**src/rtl/capture_sequencer.sv**
```systemverilog
`default_nettype none
// ============================================================================
// Module   : capture_sequencer
// Purpose  : Runs one acquisition through the capture storage: arm, trigger,
//            strobe, wait for fill, then drain the stored bytes to the UART.
// Revision : 1.0  initial release
// ============================================================================
module capture_sequencer #(
    parameter int STROBE_LEN    = 4,
    parameter int TRIG_TIMEOUT  = 50000000,
    parameter int TRIG_CNT_W    = 26,
    parameter int VALID_TIMEOUT = 4,
    parameter int BYTE_CNT_W    = 16
) (
    input  logic                  Clock,
    input  logic                  Reset,
    input  logic                  ArmCmd,
    input  logic                  AbortCmd,
    input  logic                  TrigEnable,
    input  logic                  ExtTrigger,
    input  logic [1:0]            StorageState,
    input  logic                  FifoNotFull,
    input  logic                  DataReadyToSend,
    input  logic [7:0]            StorageDataIn,
    input  logic                  StorageDataValid,
    input  logic                  TxBusy,
    output logic                  WriteStrobe,
    output logic                  StorageReadEnable,
    output logic [7:0]            TxData,
    output logic                  TxStart,
    output logic [BYTE_CNT_W-1:0] ByteCount,
    output logic                  Busy,
    output logic                  Done,
    output logic                  TimedOut,
    output logic [3:0]            SeqState
);

    localparam logic [3:0] c_IDLE       = 4'd0;
    localparam logic [3:0] c_WAIT_READY = 4'd1;
    localparam logic [3:0] c_WAIT_TRIG  = 4'd2;
    localparam logic [3:0] c_STROBE     = 4'd3;
    localparam logic [3:0] c_WAIT_FULL  = 4'd4;
    localparam logic [3:0] c_READ_REQ   = 4'd5;
    localparam logic [3:0] c_READ_WAIT  = 4'd6;
    localparam logic [3:0] c_TX_WAIT    = 4'd7;
    localparam logic [3:0] c_FINISH     = 4'd8;
    localparam logic [3:0] c_FLUSH      = 4'd9;
    localparam logic [3:0] c_FLUSH_WAIT = 4'd10;

    localparam logic [1:0] c_ST_READY   = 2'b00;
    localparam logic [1:0] c_ST_SENDING = 2'b10;

    localparam int c_CNT_MAX = (STROBE_LEN > VALID_TIMEOUT) ? STROBE_LEN : VALID_TIMEOUT;
    localparam int c_CNT_W   = (c_CNT_MAX < 2) ? 1 : $clog2(c_CNT_MAX);

    localparam logic [c_CNT_W-1:0]    c_STROBE_LAST = c_CNT_W'(STROBE_LEN - 1);
    localparam logic [c_CNT_W-1:0]    c_VALID_LAST  = c_CNT_W'(VALID_TIMEOUT - 1);
    localparam logic [TRIG_CNT_W-1:0] c_TRIG_LAST   =
        TRIG_CNT_W'((TRIG_TIMEOUT == 0) ? 0 : TRIG_TIMEOUT - 1);

    logic [3:0]            r_state;
    logic [c_CNT_W-1:0]    r_cnt;
    logic [TRIG_CNT_W-1:0] r_trigCnt;
    logic                  r_trigPrev;
    logic                  r_writeStrobe;
    logic                  r_readEnable;
    logic [7:0]            r_txData;
    logic                  r_txStart;
    logic [BYTE_CNT_W-1:0] r_byteCount;
    logic                  r_done;
    logic                  r_timedOut;

    logic w_trigRise;
    logic w_storageReady;
    logic w_storageSending;
    logic w_drained;

    assign w_trigRise       = ExtTrigger & ~r_trigPrev;
    assign w_storageReady   = (StorageState == c_ST_READY);
    assign w_storageSending = (StorageState == c_ST_SENDING);
    assign w_drained        = ~DataReadyToSend & w_storageReady;

    always_ff @(posedge Clock) begin
        if (Reset) begin
            r_state       <= c_IDLE;
            r_cnt         <= '0;
            r_trigCnt     <= '0;
            r_trigPrev    <= 1'b0;
            r_writeStrobe <= 1'b0;
            r_readEnable  <= 1'b0;
            r_txData      <= '0;
            r_txStart     <= 1'b0;
            r_byteCount   <= '0;
            r_done        <= 1'b0;
            r_timedOut    <= 1'b0;
        end else begin
            r_trigPrev   <= ExtTrigger;
            r_readEnable <= 1'b0;
            r_txStart    <= 1'b0;
            r_done       <= 1'b0;
            r_timedOut   <= 1'b0;

            case (r_state)
                c_IDLE: begin
                    if (ArmCmd && !AbortCmd) begin
                        r_byteCount <= '0;
                        r_state     <= c_WAIT_READY;
                    end
                end

                c_WAIT_READY: begin
                    if (AbortCmd) begin
                        r_state <= c_IDLE;
                    end else if (w_storageReady && FifoNotFull) begin
                        if (TrigEnable) begin
                            r_trigCnt <= '0;
                            r_state   <= c_WAIT_TRIG;
                        end else begin
                            r_cnt         <= '0;
                            r_writeStrobe <= 1'b1;
                            r_state       <= c_STROBE;
                        end
                    end
                end

                // Trigger edge is tested before the timeout so it wins a tie.
                c_WAIT_TRIG: begin
                    if (AbortCmd) begin
                        r_state <= c_IDLE;
                    end else if (w_trigRise) begin
                        r_cnt         <= '0;
                        r_writeStrobe <= 1'b1;
                        r_state       <= c_STROBE;
                    end else if ((TRIG_TIMEOUT != 0) && (r_trigCnt == c_TRIG_LAST)) begin
                        r_timedOut <= 1'b1;
                        r_state    <= c_IDLE;
                    end else begin
                        r_trigCnt <= r_trigCnt + 1'b1;
                    end
                end

                c_STROBE: begin
                    if (AbortCmd) begin
                        r_writeStrobe <= 1'b0;
                        r_state       <= c_IDLE;
                    end else if (r_cnt == c_STROBE_LAST) begin
                        r_writeStrobe <= 1'b0;
                        r_state       <= c_WAIT_FULL;
                    end else begin
                        r_cnt <= r_cnt + 1'b1;
                    end
                end

                c_WAIT_FULL: begin
                    if (AbortCmd) begin
                        r_state <= c_FLUSH;
                    end else if (w_storageSending) begin
                        r_state <= c_READ_REQ;
                    end
                end

                c_READ_REQ: begin
                    if (AbortCmd) begin
                        r_state <= c_FLUSH;
                    end else if (DataReadyToSend && !TxBusy) begin
                        r_readEnable <= 1'b1;
                        r_cnt        <= '0;
                        r_state      <= c_READ_WAIT;
                    end else if (w_drained) begin
                        r_done  <= 1'b1;
                        r_state <= c_FINISH;
                    end
                end

                // An abort with a read still outstanding lets that read
                // complete in FLUSH_WAIT before any new read is issued.
                c_READ_WAIT: begin
                    if (AbortCmd) begin
                        if (StorageDataValid || (r_cnt == c_VALID_LAST)) begin
                            r_state <= c_FLUSH;
                        end else begin
                            r_cnt   <= r_cnt + 1'b1;
                            r_state <= c_FLUSH_WAIT;
                        end
                    end else if (StorageDataValid) begin
                        r_txData  <= StorageDataIn;
                        r_txStart <= 1'b1;
                        if (r_byteCount != '1) begin
                            r_byteCount <= r_byteCount + 1'b1;
                        end
                        r_cnt   <= '0;
                        r_state <= c_TX_WAIT;
                    end else if (r_cnt == c_VALID_LAST) begin
                        r_state <= c_READ_REQ;
                    end else begin
                        r_cnt <= r_cnt + 1'b1;
                    end
                end

                // The first cycle is spent unconditionally: TxBusy has not yet
                // responded to the start pulse.
                c_TX_WAIT: begin
                    if (AbortCmd) begin
                        r_state <= c_FLUSH;
                    end else if (r_cnt == '0) begin
                        r_cnt <= c_CNT_W'(1);
                    end else if (!TxBusy) begin
                        r_state <= c_READ_REQ;
                    end
                end

                c_FINISH: begin
                    r_state <= c_IDLE;
                end

                c_FLUSH: begin
                    if (w_storageSending && DataReadyToSend) begin
                        r_readEnable <= 1'b1;
                        r_cnt        <= '0;
                        r_state      <= c_FLUSH_WAIT;
                    end else if (w_drained) begin
                        r_state <= c_IDLE;
                    end
                end

                c_FLUSH_WAIT: begin
                    if (StorageDataValid || (r_cnt == c_VALID_LAST)) begin
                        r_state <= c_FLUSH;
                    end else begin
                        r_cnt <= r_cnt + 1'b1;
                    end
                end

                default: begin
                    r_writeStrobe <= 1'b0;
                    r_state       <= c_IDLE;
                end
            endcase
        end
    end

    assign WriteStrobe       = r_writeStrobe;
    assign StorageReadEnable = r_readEnable;
    assign TxData            = r_txData;
    assign TxStart           = r_txStart;
    assign ByteCount         = r_byteCount;
    assign Busy              = (r_state != c_IDLE);
    assign Done              = r_done;
    assign TimedOut          = r_timedOut;
    assign SeqState          = r_state;

endmodule
`default_nettype wire

```
**config.mk**
```make
export PLATFORM = sky130hd
export DESIGN_NAME = capture_sequencer
export DESIGN_NICKNAME = d
export VERILOG_FILES = /design/src/rtl/capture_sequencer.sv
export SDC_FILE = /design/constraint.sdc
export NUM_CORES = 1
export LEC_CHECK = 0
export CAP_MARGIN = 25
export CORE_AREA = 2 2 103 105
export DETAILED_ROUTE_END_ITERATION = 6
export DIE_AREA = 0 0 105 107
export GPL_TIMING_DRIVEN = 0
export PLACE_DENSITY_LB_ADDON = 0.2
export SYNTH_ARGS = -nofsm -noshare
export SYNTH_HDL_FRONTEND = slang
export SYNTH_SLANG_ARGS = --single-unit
```
**constraint.sdc**
```tcl
create_clock -name Clock -period 6.8 [get_ports Clock]
set_input_delay 1.36 -clock Clock [delete_from_list [all_inputs] [get_ports Clock]]
set_output_delay 1.36 -clock Clock [all_outputs]
set_load 0.005 [all_outputs]
```
==> parameters.txt <==
Parameter                              Value

Status
  Result of the run    finished clean

Hold path
  Hold wc startpoint    TxData[0]$_SDFFE_PP0P_
  Type of the worst min-delay path    flop to flop
  Worst Hold Path Cells    2
  End of the worst hold path    TxData[0]$_SDFFE_PP0P_

Global routing
  Leftover overflow at the end of global routing    0
  Global routing met3 resource utilization    4.74%
  Global-route usage over all layers    20.2%
  Grt met2 use    33.5%
  Antenna violations before repair    0
  Maximum number of pins on one net before global-route repair    11
  Routing layer with the top usage in global route    met2
  Vias in the first global route    3765
  First-pass GRT wire length    18500 um
  Met1 track utilization from global routing    25.9%

Synthesis
  Register bit count reported by yosys    62
  Dominant cells by area after synthesis    dfxtp_1 (33%), a21oi_1 (5.5%), nand2_1 (4.7%), o31ai_1 (3.4%), or4_1 (3.4%)
  Leading cell type by number of instances after synthesis    dfxtp_1
  Dominant synthesized flop cell    dfxtp_1
  Yosys top cell area share    33.2%
  Commonest cells post-synth    dfxtp_1 (62), nand2_1 (47), a21oi_1 (41), nand3_1 (22), nor2_1 (22)
  Gate count of the mapped netlist    466
  Cell Area, Synth    0.00374 mm2
  Synth warnings    0
  EDFF count, synth    0
  Share of flip-flops with an asynchronous set or reset    0%
  Number of unique standard cell types used by synthesis    69
  Mean cell area of the mapped netlist    8.02 um2
  Cell type with the highest aggregate area in the netlist    dfxtp_1
  Number of nets in the synthesized netlist    491
  Part of the Yosys area used for sequential elements    33.2%

Worst setup path
  RR Startpoint    SeqState[3]$_SDFFE_PP0P_
  Crit path arrival time    3800 ps
  Critical-path top delay cell    a2111oi_0
  Worst path cell trace    clkdlybuf4s50_1, nor2_1, nand3_1, a2111oi_0, buf_1, a311o_4, mux2_4
  Cell type group with the largest total delay on the critical path    compound AO/OA/AOI/OAI gates
  Crit path kind    input port to flop
  Req. time, crit path    7030 ps
  Cells on worst reg2reg path    8
  FF-to-FF End    SeqState[0]$_SDFFE_PP0P_
  Depth of the critical timing path with buffers and inverters included    7
  Largest fanout on the critical path    6
  Largest stage delay, worst path    880 ps
  WP buf/inv    2
  CP Launch Type    input port
  Reg-to-reg slack, setup    3780 ps
  Kind of capture point of the worst setup path    flop

Power and ir drop
  Share of power burned in combinational logic    27.7%
  Areal power density over the cells    208 mW/mm2
  Sw Pwr    0.305 mW
  Fraction of power consumed by the clock network    32.6%
  Fraction of power spent switching nets    31.7%
  Internal power of the cells    0.657 mW
  Total design power    0.962 mW
  Leakage component of the power    1.48 nW
  Share of power burned in registers    39.7%
  Worst voltage drop across the vdd grid    120 uV

Finish
  Total non-filler cell area in the finished layout    0.00462 mm2
  Post-route non-filler standard cell count    671
  # diodes    0
  Core utilization of the finished layout    45.8%
  Count of nets after finishing    558
  Area growth, synth to finish    23.7%
  Share of final-layout standard cells stronger than drive strength 1    8.41%

Placed design
  Count of buffers inserted at the top-level ports    51
  DP Cell Count    656
  Post-Place Cell Area    0.00444 mm2
  DP HPWL    8080 um
  Pre-CTS worst setup slack    2810 ps
  Final weighted congestion in routability-driven placement    0.890

Clock network
  Post-CTS setup buffers    0
  Number of buffers added by the clock tree synthesis step    9
  Clock buffer depth    2
  Cell at the root of the clock tree    clkbuf_8
  CTS Hold Buffers Added    0
  CTS clock-pin slew for the worst setup and hold paths    70 ps
  Clock tree from TritonCTS    built
  Clock insertion delay at the later pin of the skew report    340 ps
  PostCTS Resize Cnt    0
  Clock sink count    62
  CTS H-Tree Depth    3

Timing
  Worst clock skew on the final layout    13.6 ps
  Setup repair after global routing missed its margin    false
  Maximum clock frequency    279 MHz
  Number of setup violations in the final report    0
  Shortest period the worst path allows    3580 ps
  Final Hold Vio Count    0
  Least-Margin Pin Slew    1020 ps
  Final Cycle Share    52.6%
  Final number of max-transition violations    0
  Post-route setup slack    3220 ps
  Normalized max-slew margin    31.2%
  Setup total negative slack    0 ps
  Final hold slack    454 ps

Route
  Antenna Nets Post-Route    0
  Per-cell via count in the routed design    5.94
  Total iterations of the first detailed-routing run    4
  Wire length reported by the detailed router    11100 um
  Drt wl/cell    16.6 um
  1st-iter DRT viols    192
  Number of vias in the routed layout    3986
  Post-route DRC    0

Floorplan
  Area of the die    0.0112 mm2
  Core outline area    0.0101 mm2
  Initial Util    37.0%
  Number of standard-cell rows in the floorplan    37
  Horizontal die dimension    105 um
  Height of the chip    107 um
  # IOs    54

Flow run
  Maximum capacitance violations    0
## state kept, by name, summed over array words and instances (netlist names)
register / count
r_cnt: 2
SeqState: 4
r_trigCnt: 26
ByteCount: 16
r_trigPrev: 1
TimedOut: 1
WriteStrobe: 1
TxStart: 1
StorageReadEnable: 1
Done: 1
TxData: 8
## cells in the final DEF (no fill, tap or decap), types with 17 or more instances in the layout
master / netlist / routed
dfxtp_1: 62 / 62
clkdlybuf4s50_1: 0 / 51
nand2_1: 47 / 47
a21oi_1: 41 / 41
nand3_1: 22 / 22
nor2_1: 22 / 22
a31oi_1: 19 / 19
nand4_1: 18 / 18
clkbuf_1: 16 / 17
o31ai_1: 17 / 17
or4_1: 17 / 17
## kinds of logic (layout without fill, tap and decap cells)
logic type / count (synthesis) / count (layout) / synth area share (%)
and+or+nand+nor: 203 / 203 / 30.7
buffers and inverters: 44 / 113 / 5.69
adders and majority gates: 6 / 6 / 1.94
DFF: 62 / 62 / 33.2
xor gates and xnor gates: 2 / 2 / 0.469
AOI/OAI and AO/OA: 142 / 142 / 26.0
muxes: 7 / 7 / 2.01
## worst min-delay path: cells and delay by family, from the launching register on
kind,cells,cell delay (ps)
flops,1,310
compound gates,1,50
simple gates,1,50
## power groups by stage
stage | clock, mW | combinational, mW | sequential (mW)
after floorplan | 0 | 0.176 | 0.387
after global placement | 0 | 0.255 | 0.390
after detailed placement | 0 | 0.260 | 0.390
after CTS | 0.321 | 0.262 | 0.382
after global routing | 0.335 | 0.292 | 0.383
final | 0.314 | 0.266 | 0.382
## layout make-up
| cell class | instances | area [um2] |
|---|---|---|
| buffer | 31 | 164 |
| tap | 136 | 170 |
| fill | 1079 | 5470 |
| multi-input combinational | 360 | 2280 |
| sequential | 62 | 1240 |
| inverter | 13 | 48.8 |
| clock inverter | 2 | 35.0 |
| clock buffer | 11 | 141 |
| timing repair buffer | 56 | 541 |
## how the worst max path moves through the flow
| stage | slack [ps] | start | to |
|---|---|---|---|
| 2_1_floorplan | 3670 | StorageState[1] | SeqState[0]$_SDFFE_PP0P_ |
| 3_3_place_gp | 2610 | StorageState[1] | SeqState[0]$_SDFFE_PP0P_ |
| 3_5_place_dp | 2810 | StorageState[1] | SeqState[0]$_SDFFE_PP0P_ |
| 4_1_cts | 3180 | StorageState[1] | SeqState[0]$_SDFFE_PP0P_ |
| 5_1_grt | 2940 | StorageState[1] | SeqState[0]$_SDFFE_PP0P_ |
| 6_report | 3220 | StorageState[1] | SeqState[0]$_SDFFE_PP0P_ |
## per-layer routing
layer	vias up	share of wire (%)
met1	1913	44
met4	0	1.8
met2	111	49
li1	1945	-
met5	-	0
met3	17	5.1
Power figures use the tool's default switching activity.
